$ cat src/rtl/tensor_job_sequencer_if.sv
// Host-side command, operand and result streams of the tensor job sequencer.
// master = host, slave = sequencer.
interface tensor_job_sequencer_if #(
    parameter int SIZE      = 4,
    parameter int DATAWIDTH = 14
);
    localparam int LW = $clog2(SIZE) + 1;

    logic                 cmd_valid;
    logic                 cmd_ready;
    logic [LW-1:0]        cmd_depth;
    logic [LW-1:0]        cmd_width;
    logic                 cmd_relu;
    logic                 in_valid;
    logic                 in_ready;
    logic [DATAWIDTH-1:0] in_data;
    logic                 out_valid;
    logic                 out_ready;
    logic [DATAWIDTH-1:0] out_data;
    logic                 job_busy;
    logic                 done;
    logic                 err;

    modport master (
        output cmd_valid, cmd_depth, cmd_width, cmd_relu,
        output in_valid, in_data, out_ready,
        input  cmd_ready, in_ready, out_valid, out_data,
        input  job_busy, done, err
    );

    modport slave (
        input  cmd_valid, cmd_depth, cmd_width, cmd_relu,
        input  in_valid, in_data, out_ready,
        output cmd_ready, in_ready, out_valid, out_data,
        output job_busy, done, err
    );
endinterface

$ cat src/rtl/tensor_job_sequencer.sv
// Drives the tensor system load/start/read protocol for one host command
// and returns results on a valid/ready stream.
module tensor_job_sequencer #(
    parameter int SIZE         = 4,
    parameter int DATAWIDTH    = 14,
    parameter int GAP_CYCLES   = 5,
    parameter int START_HOLD   = 5,
    parameter int BUSY_TIMEOUT = 64,
    parameter int READ_LAT     = 1
) (
    input  logic                      clk,
    input  logic                      reset,
    tensor_job_sequencer_if.slave     host,
    output logic [$clog2(SIZE):0]     ts_depth,
    output logic [$clog2(SIZE):0]     ts_width,
    output logic [DATAWIDTH-1:0]      ts_data_in,
    output logic                      ts_wen,
    output logic                      ts_set,
    output logic                      ts_relu,
    output logic                      ts_start,
    output logic                      ts_ren,
    input  logic                      ts_busy,
    input  logic [DATAWIDTH-1:0]      ts_data_out
);
    localparam int LW   = $clog2(SIZE) + 1;
    localparam int CW   = $clog2(SIZE * SIZE + 1);
    localparam int T1   = (GAP_CYCLES > START_HOLD) ? GAP_CYCLES : START_HOLD;
    localparam int T2   = (BUSY_TIMEOUT > READ_LAT) ? BUSY_TIMEOUT : READ_LAT;
    localparam int TMAX = (T1 > T2) ? T1 : T2;
    localparam int TW   = $clog2(TMAX + 1);

    localparam logic [TW-1:0] GAP_LAST   = TW'(GAP_CYCLES - 1);
    localparam logic [TW-1:0] START_LAST = TW'(START_HOLD - 1);
    localparam logic [TW-1:0] BUSY_LAST  = TW'(BUSY_TIMEOUT - 1);
    localparam logic [TW-1:0] READ_LAST  = TW'(READ_LAT - 1);

    localparam logic [3:0] S_IDLE      = 4'd0;
    localparam logic [3:0] S_LOAD_A    = 4'd1;
    localparam logic [3:0] S_GAP_A     = 4'd2;
    localparam logic [3:0] S_LOAD_B    = 4'd3;
    localparam logic [3:0] S_GAP_B     = 4'd4;
    localparam logic [3:0] S_START     = 4'd5;
    localparam logic [3:0] S_WAIT_HI   = 4'd6;
    localparam logic [3:0] S_WAIT_LO   = 4'd7;
    localparam logic [3:0] S_READ_REQ  = 4'd8;
    localparam logic [3:0] S_READ_WAIT = 4'd9;
    localparam logic [3:0] S_READ_OUT  = 4'd10;
    localparam logic [3:0] S_DONE      = 4'd11;

    logic [3:0]           state;
    logic [CW-1:0]        cnt;
    logic [CW-1:0]        total;
    logic [TW-1:0]        tmr;
    logic                 err_q;
    logic [DATAWIDTH-1:0] out_q;

    logic [CW-1:0] cnt_inc;
    logic [TW-1:0] tmr_inc;
    logic          bad_cmd;
    logic          phase_b;

    assign cnt_inc = cnt + CW'(1);
    assign tmr_inc = tmr + TW'(1);

    assign bad_cmd = (host.cmd_depth == '0)
                  || (host.cmd_width == '0)
                  || (host.cmd_depth > LW'(SIZE))
                  || (host.cmd_width > LW'(SIZE));

    // ts_set marks every phase from the B load through the last read.
    assign phase_b = (state == S_LOAD_B)
                  || (state == S_GAP_B)
                  || (state == S_START)
                  || (state == S_WAIT_HI)
                  || (state == S_WAIT_LO)
                  || (state == S_READ_REQ)
                  || (state == S_READ_WAIT)
                  || (state == S_READ_OUT);

    assign ts_set   = phase_b;
    assign ts_start = (state == S_START);
    assign ts_ren   = (state == S_READ_REQ);

    assign host.cmd_ready = (state == S_IDLE) && !reset;
    assign host.in_ready  = (state == S_LOAD_A)
                         || (state == S_LOAD_B);
    assign host.out_valid = (state == S_READ_OUT);
    assign host.out_data  = out_q;
    assign host.job_busy  = (state != S_IDLE)
                         && (state != S_DONE);
    assign host.done      = (state == S_DONE);
    assign host.err       = err_q;

    always_ff @(posedge clk or posedge reset) begin
        if (reset) begin
            state      <= S_IDLE;
            cnt        <= '0;
            total      <= '0;
            tmr        <= '0;
            err_q      <= 1'b0;
            out_q      <= '0;
            ts_depth   <= '0;
            ts_width   <= '0;
            ts_relu    <= 1'b0;
            ts_wen     <= 1'b0;
            ts_data_in <= '0;
        end else begin
            ts_wen <= 1'b0;
            unique case (state)
                S_IDLE: begin
                    if (host.cmd_valid) begin
                        ts_depth <= host.cmd_depth;
                        ts_width <= host.cmd_width;
                        ts_relu  <= host.cmd_relu;
                        total    <= CW'(host.cmd_depth)
                                  * CW'(host.cmd_width);
                        cnt      <= '0;
                        tmr      <= '0;
                        err_q    <= bad_cmd;
                        state    <= bad_cmd ? S_DONE : S_LOAD_A;
                    end
                end
                S_LOAD_A, S_LOAD_B: begin
                    if (host.in_valid) begin
                        ts_wen     <= 1'b1;
                        ts_data_in <= host.in_data;
                        cnt        <= cnt_inc;
                        if (cnt_inc == total) begin
                            cnt   <= '0;
                            state <= (state == S_LOAD_A)
                                   ? S_GAP_A : S_GAP_B;
                        end
                    end
                end
                S_GAP_A, S_GAP_B: begin
                    if (tmr == GAP_LAST) begin
                        tmr   <= '0;
                        state <= (state == S_GAP_A)
                               ? S_LOAD_B : S_START;
                    end else begin
                        tmr <= tmr_inc;
                    end
                end
                S_START: begin
                    if (tmr == START_LAST) begin
                        tmr   <= '0;
                        state <= S_WAIT_HI;
                    end else begin
                        tmr <= tmr_inc;
                    end
                end
                S_WAIT_HI: begin
                    if (ts_busy) begin
                        tmr   <= '0;
                        state <= S_WAIT_LO;
                    end else if (tmr == BUSY_LAST) begin
                        // Busy never rose: flag it but still drain results.
                        err_q <= 1'b1;
                        tmr   <= '0;
                        state <= S_READ_REQ;
                    end else begin
                        tmr <= tmr_inc;
                    end
                end
                S_WAIT_LO: begin
                    if (!ts_busy) begin
                        state <= S_READ_REQ;
                    end
                end
                S_READ_REQ: begin
                    tmr   <= '0;
                    state <= S_READ_WAIT;
                end
                S_READ_WAIT: begin
                    if (tmr == READ_LAST) begin
                        out_q <= ts_data_out;
                        tmr   <= '0;
                        state <= S_READ_OUT;
                    end else begin
                        tmr <= tmr_inc;
                    end
                end
                S_READ_OUT: begin
                    if (host.out_ready) begin
                        cnt   <= cnt_inc;
                        state <= (cnt_inc == total)
                               ? S_DONE : S_READ_REQ;
                    end
                end
                S_DONE: begin
                    state <= S_IDLE;
                end
                default: begin
                    state <= S_IDLE;
                end
            endcase
        end
    end
endmodule

$ cat src/flat_wrapper.sv
// flat-port wrapper written by rule: the top's interface ports become plain ports
module tensor_job_sequencer_flat 
#(
    parameter int SIZE         = 4,
    parameter int DATAWIDTH    = 14,
    parameter int GAP_CYCLES   = 5,
    parameter int START_HOLD   = 5,
    parameter int BUSY_TIMEOUT = 64,
    parameter int READ_LAT     = 1
)
  (clk, reset, ts_depth, ts_width, ts_data_in, ts_wen, ts_set, ts_relu, ts_start, ts_ren, ts_busy, ts_data_out, host_cmd_valid, host_cmd_depth, host_cmd_width, host_cmd_relu, host_in_valid, host_in_data, host_out_ready, host_cmd_ready, host_in_ready, host_out_valid, host_out_data, host_job_busy, host_done, host_err);
  tensor_job_sequencer_if #(.SIZE(SIZE), .DATAWIDTH(DATAWIDTH)) host_i ();
  input  logic clk;
  input  logic reset;
  output logic [$clog2(SIZE):0] ts_depth;
  output logic [$clog2(SIZE):0] ts_width;
  output logic [DATAWIDTH-1:0] ts_data_in;
  output logic ts_wen;
  output logic ts_set;
  output logic ts_relu;
  output logic ts_start;
  output logic ts_ren;
  input  logic ts_busy;
  input  logic [DATAWIDTH-1:0] ts_data_out;
  input wire logic [$bits(host_i.cmd_valid)-1:0] host_cmd_valid;
  input wire logic [$bits(host_i.cmd_depth)-1:0] host_cmd_depth;
  input wire logic [$bits(host_i.cmd_width)-1:0] host_cmd_width;
  input wire logic [$bits(host_i.cmd_relu)-1:0] host_cmd_relu;
  input wire logic [$bits(host_i.in_valid)-1:0] host_in_valid;
  input wire logic [$bits(host_i.in_data)-1:0] host_in_data;
  input wire logic [$bits(host_i.out_ready)-1:0] host_out_ready;
  output wire logic [$bits(host_i.cmd_ready)-1:0] host_cmd_ready;
  output wire logic [$bits(host_i.in_ready)-1:0] host_in_ready;
  output wire logic [$bits(host_i.out_valid)-1:0] host_out_valid;
  output wire logic [$bits(host_i.out_data)-1:0] host_out_data;
  output wire logic [$bits(host_i.job_busy)-1:0] host_job_busy;
  output wire logic [$bits(host_i.done)-1:0] host_done;
  output wire logic [$bits(host_i.err)-1:0] host_err;
  assign host_i.cmd_valid = host_cmd_valid;
  assign host_i.cmd_depth = host_cmd_depth;
  assign host_i.cmd_width = host_cmd_width;
  assign host_i.cmd_relu = host_cmd_relu;
  assign host_i.in_valid = host_in_valid;
  assign host_i.in_data = host_in_data;
  assign host_i.out_ready = host_out_ready;
  assign host_cmd_ready = host_i.cmd_ready;
  assign host_in_ready = host_i.in_ready;
  assign host_out_valid = host_i.out_valid;
  assign host_out_data = host_i.out_data;
  assign host_job_busy = host_i.job_busy;
  assign host_done = host_i.done;
  assign host_err = host_i.err;
  tensor_job_sequencer #(.SIZE(SIZE), .DATAWIDTH(DATAWIDTH), .GAP_CYCLES(GAP_CYCLES), .START_HOLD(START_HOLD), .BUSY_TIMEOUT(BUSY_TIMEOUT), .READ_LAT(READ_LAT)) u_core (.clk(clk), .reset(reset), .host(host_i), .ts_depth(ts_depth), .ts_width(ts_width), .ts_data_in(ts_data_in), .ts_wen(ts_wen), .ts_set(ts_set), .ts_relu(ts_relu), .ts_start(ts_start), .ts_ren(ts_ren), .ts_busy(ts_busy), .ts_data_out(ts_data_out));
endmodule
$ cat config.mk
export PLATFORM = sky130hd
export DESIGN_NAME = tensor_job_sequencer_flat
export DESIGN_NICKNAME = d
export VERILOG_FILES = /design/src/rtl/tensor_job_sequencer_if.sv /design/src/rtl/tensor_job_sequencer.sv /design/src/flat_wrapper.sv
export SDC_FILE = /design/constraint.sdc
export NUM_CORES = 1
export LEC_CHECK = 0
export BUFFER_PORTS_ARGS = -buffer_cell sky130_fd_sc_hd__buf_4
export CORE_AREA = 2 2 80 82
export DETAILED_ROUTE_END_ITERATION = 10
export DIE_AREA = 0 0 82 84
export PLACE_DENSITY = 0.78
export SLEW_MARGIN = 10
export SYNTH_ARGS = -nofsm -noshare
export SYNTH_HDL_FRONTEND = slang
export SYNTH_SLANG_ARGS = --single-unit
export TNS_END_PERCENT = 100
$ cat constraint.sdc
create_clock -name clk -period 2.4 [get_ports clk]
set_input_delay 0.24 -clock clk [delete_from_list [all_inputs] [get_ports clk]]
set_output_delay 0.24 -clock clk [all_outputs]
set_load 0.01 [all_outputs]
# After elaboration in Yosys (flattened, before gate mapping)
# Index checks and enable logic that the tools add are counted.
word_totals:
  input_bits: 41
  elab_cells: 106
  output_inout_bits: 45
  ff_bits: 58
op_classes:
  eq_ne: 26
  mul: 1
  reduce_logical: 32
  add_sub_neg: 2
  mux: 32
  magnitude_cmp: 2
op_table:
  columns: ["op", "n"]
  rows:
  - ["4-bit 2-to-1 mux", 11]
  - ["4-bit one-hot mux with 9 select lines", 1]
  - ["7-bit 2-to-1 mux", 5]
  - ["7-bit one-hot mux with 5 select lines", 1]
  - ["5-bit 2-to-1 mux", 4]
  - ["4-bit by 3-bit equality test with 1-bit output (second input constant)", 4]
  - ["4-bit equality test (second input constant)", 4]
  - ["5-bit one-hot mux with 3 select lines", 1]
  - ["2-bit inequality test (second input constant)", 7]
  - ["1-bit logical OR", 11]
  - ["9-bit AND reduction", 1]
  - ["4-bit by 2-bit equality test with 1-bit output (second input constant)", 2]
  - ["2-bit AND reduction", 4]
  - ["4-bit AND reduction", 2]
  - ["7-bit by 1-bit adder with 7-bit output (second input constant)", 1]
  - ["7-bit by 3-bit equality test with 1-bit output (second input constant)", 1]
  - ["7-bit by 6-bit equality test with 1-bit output (second input constant)", 1]
  - ["7-bit zero test", 1]
  - ["3-bit greater-than comparator (second input constant)", 2]
  - ["3-bit zero test", 2]
  - ["3-bit 2-to-1 mux", 2]
  - ["2-bit by 1-bit inequality test with 1-bit output (second input constant)", 3]
  - ["5-bit by 1-bit adder with 5-bit output (second input constant)", 1]
  - ["5-bit equality test", 1]
  - ["other kinds (16)", 22]

# Longest topological paths before layout
# Gate-level depths: netlist of the first run.
depth:
  word_depth: 8
  ltp_mapped: 9
  ltp_nobuf: 8

# Least setup slack after synthesis of the first run
# Ideal clock, no wire load.
synth_path:
  path_type: "input -> output"
  from: "input port reset"
  to: "output port host_cmd_ready"
  arrival_ns: 1.838
  required_ns: 2.160
  slack_ns: 0.322
  path_buffers: 0
  cell_stages: 2
  cell_sequence: "inv_1 and3_1"
synth_via:
  elab_chain_len: 2
synth_rtl:
  columns: ["element", "line", "text"]
  rows:
  - ["start, declared", "flat_wrapper.sv:14", "input logic reset;"]
  - ["1-bit zero test", "tensor_job_sequencer.sv:84", "assign host.cmd_ready = (state == S_IDLE) && !reset;"]
  - ["1-bit logical AND", "tensor_job_sequencer.sv:84", null]
  - ["end, declared", "flat_wrapper.sv:32", "output wire logic [$bits(host_i.cmd_ready)-1:0] host_cmd_ready;"]
# Every way passes these cells.

# Final worst setup path of the first run
layout_path:
  from: "register u_core.cnt[0]"
  to: "register u_core.cnt[4]"
layout_via:
  elab_chain_len: 5
layout_rtl:
  columns: ["element", "line", "text"]
  rows:
  - ["start, declared", "tensor_job_sequencer.sv:51", "logic [CW-1:0] cnt;"]
  - ["start signal, assigned", "tensor_job_sequencer.sv:127", "cnt <= cnt_inc;"]
  - ["start signal, assigned", "tensor_job_sequencer.sv:185", "cnt <= cnt_inc;"]
  - ["5-bit by 1-bit adder with 5-bit output (*)", "tensor_job_sequencer.sv:62", "assign cnt_inc = cnt + CW'(1);"]
  - ["5-bit equality test", "tensor_job_sequencer.sv:128", "if (cnt_inc == total) begin"]
  - ["5-bit 2-to-1 mux", "tensor_job_sequencer.sv:128", null]
  - ["5-bit 2-to-1 mux", "tensor_job_sequencer.sv:124", "if (host.in_valid) begin"]
  - ["5-bit one-hot mux with 3 select lines (*)", "tensor_job_sequencer.sv:109", "unique case (state)"]
# Mark *: on every way between the ends. The rest lies on a longest branch, timed or not. The select of a mux whose other input is x is not followed.
# A chain may end at the register's enable or synchronous reset.

==> impl_results.md, run 1 <==
- Vias in the first global route: 2557
- Worst rel slew slack: 57.0%
- Crit path launch: u_core.cnt[0]$_DFFE_PP0P_
- Largest net degree at the start of global routing: 54
- Worst-case reg-to-reg path depth: 7
- CP Class: reg2reg
- Peak VDD IR: 0.413 mV
- Most common cell after layout, fill and taps aside: buf_4
- Footprint of the multi-input gates: 1490 sq um
- Root Buffer: clkbuf_8
- Wire length per cell: 15.2 um
- Area Overhead vs Synth: 32.7%
- DR WL met2: 3280 um
- RR Endpoint: u_core.cnt[4]$_DFFE_PP0P_
- Critical Path Fanout Max: 7
- Syn nets: 333
- Final Setup Violations: 0
- Drt first pass iters: 4
- Hold WS: 0.137 ns
- Met1 wire length: 2910 um
- Initial core utilization: 50.2%
- Reg-to-reg startpoint: u_core.cnt[0]$_DFFE_PP0P_
- Worst-skew pair later-pin latency: 0.33 ns
- Yosys reg bits: 58
- CP required: 2.65 ns
- Number of gates resized after cts: 0
- Max Freq: 0.460 GHz
- Max Cap Viol: 0
- CP Capture Type: flop
- Global Route Usage Sum: 22.5%
- Post-route ant nets: 0
- CTS tree: yes
- Num rows: 29
- ANT cells: 0
- Outcome: finished, final reports clean
- Post-CTS Setup Inserts: 0
- First-pass GRT wire length: 11800 um
- Cts bufs inserted: 9
- Most frequent cells in the layout: buf_4 (96), dfrtp_1 (58), mux2_2 (37)
- HPWL after DPL: 5180 um
- WL met3: 726 um
- Crit share post-route: 90.6%
- Setup crit end: u_core.cnt[4]$_DFFE_PP0P_
- Final Critical Period: 2.18 ns
- WL final: 7000 um
- PwrDens: 542 nW/um^2
- Deepest clock path buffer count: 2
- Critical path arrival: 2.43 ns
- Clk slew on worst S/H paths: 0.07 ns
- Die X-Extent: 82 um
- Die Span Y: 84 um
- I/O pins: 86
- Final Hold Fails: 0
- Mapped Area: 3060 sq um
- Mean post-synth cell area: 10.8 sq um
- YS warnings: 0
- Critical Path Start Type: flop
- Yosys cell types: 49
- Seq/Total Area, Yosys: 47.4%
- Post-synth EDFFs: 0
- Routed vias: 2496
- Synth top area share: 47.4%
- Via-per-instance ratio: 5.43
- Core Area: 6100 sq um
- Setup TNS: 0 ns
- Cts hold-fix bufs: 1
- Die Footprint: 6890 sq um
- Reg-to-reg slack, setup: 0.22 ns
- Fillers: 490
- GR Overflow Total: 0
- Predominant post-synthesis flop cell: dfrtp_1
- Port Buffers: 85
- Fraction of layout cells with a size suffix above 1: 41.0%
- Cell type with the largest total area after synthesis: dfrtp_1
- Clk_skew: 0.00840 ns
- Async SR Flop Fraction: 100%
- CTS sink count: 58
- Synth Instances: 284
- Worst min path class: in2reg
- H-tree Lvls: 3
- Iter 0 DRT Violations: 124
- Pleak: 2.02 nW
- Initial antenna violation count: 0
- RePlAce Congestion: 0.856
- DR top layer: met4
- Tightest Pin Transition: 0.645 ns
- RSZ-0062 raised after global routing: false
- Register area: 1450 sq um
- Slew Limit Fails: 0
- Synth area leaders: dfrtp_1 (47%), mux2_2 (14%), o21ai_0 (2.9%)
- DRC Markers: 0
- Final nets: 427
## flip-flops by register name (all words and copies together), names as in the netlist
register / cells
u_core.host.out_data: 14
u_core.tmr: 7
u_core.ts_wen: 1
u_core.host.err: 1
u_core.ts_width: 3
u_core.state: 4
u_core.ts_data_in: 14
u_core.ts_relu: 1
u_core.cnt: 5
u_core.ts_depth: 3
u_core.total: 5
## synth_stat cells (all sizes together), types with 3 or more instances
library cell  instances
a211oi                5
a21oi                13
a31oi                 4
and2                  8
and3                  4
buf                   9
clkbuf                5
dfrtp                58
ha                    6
inv                  11
mux2                 40
nand2                23
nand2b                5
nand3                12
nor2                 13
nor3                  9
o21a                  3
o21ai                18
xnor2                 5
xor2                  3
## power by group
group	switching [mW]	internal (mW)	total (mW)
logic	0.0515	0.0591	0.111
registers	0	0.977	0.977
clock network	0.415	0.698	1.11
## critical path, stage by stage, from the launching register on
cell and delay [ns]:
dfrtp_1 0.42, ha_1 0.30, nand2b_1 0.14, a32oi_1 0.11, o211ai_1 0.36, a21oi_1 0.24, or4_1 0.43, o211ai_1 0.10
## stage by stage
stage                     total power [mW]  worst slack [ns]  area, sq um  util (%)  cells
after floorplan                       1.03             0.322         3060         -    284
after global placement                1.11             0.291         3800      62.3    443
after detailed placement              1.11             0.257         3800      62.3    443
after CTS                             2.23             0.252         4060      66.6    460
after global routing                  2.29            0.0778         4060      66.6    460
final                                 2.20             0.224         4060      66.6    460
## worst min path at each step
stage                       from                             endpoint  slack, ns  cells after the start
2_1_floorplan  host_cmd_depth[0]          u_core.total[0]$_DFFE_PP0P_       0.38                      2
3_3_place_gp               reset            u_core.tmr[2]$_DFFE_PP0P_       0.15                      2
3_5_place_dp               reset            u_core.tmr[2]$_DFFE_PP0P_       0.15                      2
4_1_cts           ts_data_out[5]  u_core.host.out_data[5]$_DFFE_PP0P_       0.12                      2
5_1_grt          host_in_data[8]     u_core.ts_data_in[8]$_DFFE_PP0P_       0.11                      2
6_report         host_in_data[5]     u_core.ts_data_in[5]$_DFFE_PP0P_       0.14                      2
## layout make-up
class	instances	share of cell area, %
multi-input combinational	201	36.7
sequential	58	35.8
timing repair buffer	97	18.0
clock inverter	7	3.08
clock buffer	9	3.05
tap	77	2.37
inverter	11	1.02
## routing by layer
layer  GRT usage, %  up-vias
met5              0        -
met4           6.82        0
met3           11.0        8
met2           34.1      117
met1           28.2     1162
li1               -     1209
## kinds of logic (layout without fill, tap and decap cells)
logic type | count (synthesis) | count (layout) | share of synthesized area [%]
simple gates | 87 | 87 | 15.1
flops | 58 | 58 | 47.4
compound gates | 57 | 57 | 12.6
mux | 41 | 41 | 15.1
buf+inv | 25 | 124 | 3.84
fa+ha+maj | 8 | 8 | 3.76
xor+xnor | 8 | 8 | 2.29
No activity file was read; power rests on OpenSTA's default activity.
==> run 2: changes to the inputs <==
- ABC_AREA: default -> 1
- BUFFER_PORTS_ARGS: -buffer_cell sky130_fd_sc_hd__buf_4 -> default
- CORE_AREA: 2 2 80 82 -> 2 2 75 77
- DIE_AREA: 0 0 82 84 -> 0 0 77 79
- DONT_BUFFER_PORTS: default -> 1
- PLACE_DENSITY: 0.78 -> 0.76
==> impl_results.md, run 2 <==
- Die Footprint: 6080 sq um (-12%)
- Comb pwr share: 36.9% (+32 points)
- RSZ-0062 raised after global routing: false
- Fillers: 448 (-8.6%)
- Post-CTS Setup Inserts: 0 (unchanged)
- Synth top area share: 45.6% (-1.8 points)
- H-tree Lvls: 3 (unchanged)
- Die X-Extent: 77 um (-6.1%)
- Largest net degree at the start of global routing: 31 (-43%)
- CP Capture Type: flop
- Cell type with the largest total area after synthesis: dfrtp_1
- Worst rel slew slack: 59.2% (+2.2 points)
- Switching Fraction: 41.7% (+21 points)
- CP cell instances: ha_1 > nand3_2 > nor2_1 > nor2_1 > a21oi_1 > nand3_1 > inv_1 > nand2_2 > nand2_1 > nand2_1
- Psw: 1.83 mW (+290%)
- ANT cells: 0 (unchanged)
- YS warnings: 0 (unchanged)
- P_int: 2.55 mW (+47%)
- Critical path arrival: 2.09 ns (-0.34 ns)
- Clk_skew: 0.00929 ns (+0.000890 ns)
- Syn nets: 442 (+33%)
- Final Setup Violations: 0 (unchanged)
- Critical Path Fanout Max: 6 (-1)
- First-pass GRT wire length: 10800 um (-8.5%)
- Outcome: finished, final reports clean
- Port Buffers: 0 (-100%)
- Area Overhead vs Synth: 9.51%
- CTS sink count: 58 (unchanged)
- Die Span Y: 79 um (-6.0%)
- Worst min path class: in2reg
- Final nets: 452 (+5.9%)
- GR Overflow Total: 0 (unchanged)
- Synth top cells by count: nand2_1 (144), dfrtp_1 (58), inv_1 (49)
- HPWL after DPL: 4860 um (-6.3%)
- Final Critical Period: 1.88 ns (-0.298 ns)
- Mean post-synth cell area: 8.10 sq um (-25%)
- I/O pins: 86 (unchanged)
- Total power: 4.38 mW (+99%)
- Post-layout util: 65.3% (-1.3 points)
- Clk slew on worst S/H paths: 0.06 ns (about the same)
- Most frequent cells in the layout: nand2_1 (144), dfrtp_1 (58), inv_1 (48)
- Worst Path Buf+Inv: 1 (+1)
- Fin cells: 479 (+4.1%)
- WL final: 6540 um (-6.5%)
- Final Hold Fails: 0 (unchanged)
- Footprint of the multi-input gates: 1480 sq um (-0.42%)
- RePlAce Congestion: 0.845 (-1.3%)
- Fin area: 3490 sq um (-14%)
- Area post-placement: 3270 sq um (-14%)
- Peak VDD IR: 0.553 mV (+34%)
- Synth Instances: 393 (+38%)
- Drt first pass iters: 4 (unchanged)
- Pleak: 1.88 nW (-7.0%)
- Deepest clock path buffer count: 2 (unchanged)
- Async SR Flop Fraction: 100% (unchanged)
- Sequential share of power: 42.4% (-2.0 points)
- Register area: 1450 sq um (unchanged)
- Root Buffer: clkbuf_8
- Yosys cell types: 35 (-29%)
- Mapped Area: 3180 sq um (+4.0%)
- Fraction of layout cells with a size suffix above 1: 14.0% (-27 points)
- Hold WS: 0.0288 ns (-0.108 ns)
- Predominant post-synthesis flop cell: dfrtp_1
- CP peak stage delay: 0.42 ns (about the same)
- Routed vias: 2557 (+2.4%)
- Setup TNS: 0 ns (unchanged)
- Cts bufs inserted: 9 (unchanged)
- Final worst slack: 0.522 ns (+0.298 ns)
- Slew Limit Fails: 0 (unchanged)
- Most common cell after layout, fill and taps aside: nand2_1
- Seq/Total Area, Yosys: 45.6% (-1.8 points)
- Iter 0 DRT Violations: 143 (+15%)
- Most common cell in the netlist: nand2_1
- Clk pwr share: 20.7% (-30 points)
- Tightest Pin Transition: 0.611 ns (-0.0346 ns)
- CP Class: reg2reg
- Pre-CTS WS: 0.421 ns (+0.164 ns)
- Yosys reg bits: 58 (unchanged)
- Core Area: 5340 sq um (-12%)
- Post-route ant nets: 0 (unchanged)
- Max Cap Viol: 0 (unchanged)
- Num rows: 27 (-6.9%)
- CP delay by family, top: simple AND/OR/NAND/NOR gates
- Max Freq: 0.533 GHz (+16%)
- Critical Path Start Type: flop
- DP Cell Count: 463 (+4.5%)
- Worst-skew pair later-pin latency: 0.32 ns (about the same)
- Synth area leaders: dfrtp_1 (46%), nand2_1 (17%), inv_1 (5.8%)
- Global Route Usage Sum: 22.6% (+0.13 points)
- CP required: 2.61 ns (-0.04 ns)
- CTS tree: yes
- Worst path slowest cell: dfrtp_1
- DRC Markers: 0 (unchanged)
- Vias in the first global route: 2427 (-5.1%)
- Post-synth EDFFs: 0 (unchanged)
- PwrDens: 1260 nW/um^2 (+130%)
- Wire length per cell: 13.6 um (-10%)
- Initial antenna violation count: 0 (unchanged)
- Crit share post-route: 78.2% (-12 points)
- Via-per-instance ratio: 5.34 (-1.6%)
- Initial core utilization: 59.6% (+9.4 points)
-- run 2: cell types whose count changed after synthesis, moves of 7 or more --
cell     before  now
nor3_1        9    2
a21oi_1      13    6
mux2_2       37    4
nand2_1      23  144
inv_1        11   49
and2_1        8    0
nor2_1       13   25
mux2_4        0   10
-- run 2: path summary, 6_finish.rpt --
path | cells after the start | end | from | slack [ns]
hold / removal | 2 | u_core.ts_relu$_DFFE_PP0P_ | host_cmd_relu | 0.03
setup reg to reg | 10 | u_core.state[0]$_DFFE_PP0P_ | u_core.tmr[0]$_DFFE_PP0P_ | 0.52
setup / recovery | 10 | u_core.state[0]$_DFFE_PP0P_ | u_core.tmr[0]$_DFFE_PP0P_ | 0.52
min in group asynchronous | 2 | u_core.ts_data_in[6]$_DFFE_PP0P_ | reset | 0.46
max in group asynchronous | 3 | u_core.tmr[4]$_DFFE_PP0P_ | reset | 1.38
hold reg to reg | 2 | u_core.total[2]$_DFFE_PP0P_ | u_core.total[2]$_DFFE_PP0P_ | 0.51
-- run 2: cells by family after synthesis --
kind of cell,count (synthesis),share of synthesized area [%]
compound gates,28,4.80
xor+xnor,6,1.65
fa+ha+maj,8,3.62
simple gates,218,30.4
mux,14,6.13
buf+inv,61,7.78
flops,58,45.6
-- run 2: worst reg2reg max path, cell delays in order (launching register included) --
cell     delay, ns
dfrtp_1       0.42
ha_1          0.23
nand3_2       0.11
nor2_1        0.29
nor2_1        0.09
a21oi_1       0.17
nand3_1       0.14
inv_1         0.12
nand2_2       0.08
nand2_1       0.06
nand2_1       0.05
-- run 2: layout make-up --
cell class | count | share of cell area (%)
clock inverter | 2 | 1.01
multi-input combinational | 274 | 42.6
clock buffer | 13 | 4.85
tap | 72 | 2.58
inverter | 56 | 6.07
sequential | 58 | 41.6
timing repair buffer | 4 | 1.29
-- run 2: repair_timing --
item | in CTS | in global routing
resized for setup | 0 | 0
endpoints found under the hold margin | 29 | 0
hold buffers | 1 | 0
-- run 2: metal layers --
layer / track usage [%] / wire (um) / vias to the layer above
met5: 0 / 0 / -
li1: - / - / 1248
met1: 26.8 / 2800 / 1191
met2: 38.6 / 3060 / 113
met4: 8.39 / 65 / 0
met3: 7.61 / 611 / 5
-- run 2: power groups by stage --
stage	registers, mW	clock network (mW)	logic (mW)
6_report	1.86	0.908	1.62
3_3_place_gp	1.85	0	1.57
5_1_grt	1.91	0.979	1.85
3_5_place_dp	1.87	0	1.62
4_1_cts	1.86	0.928	1.63
2_1_floorplan	1.78	0	1.37
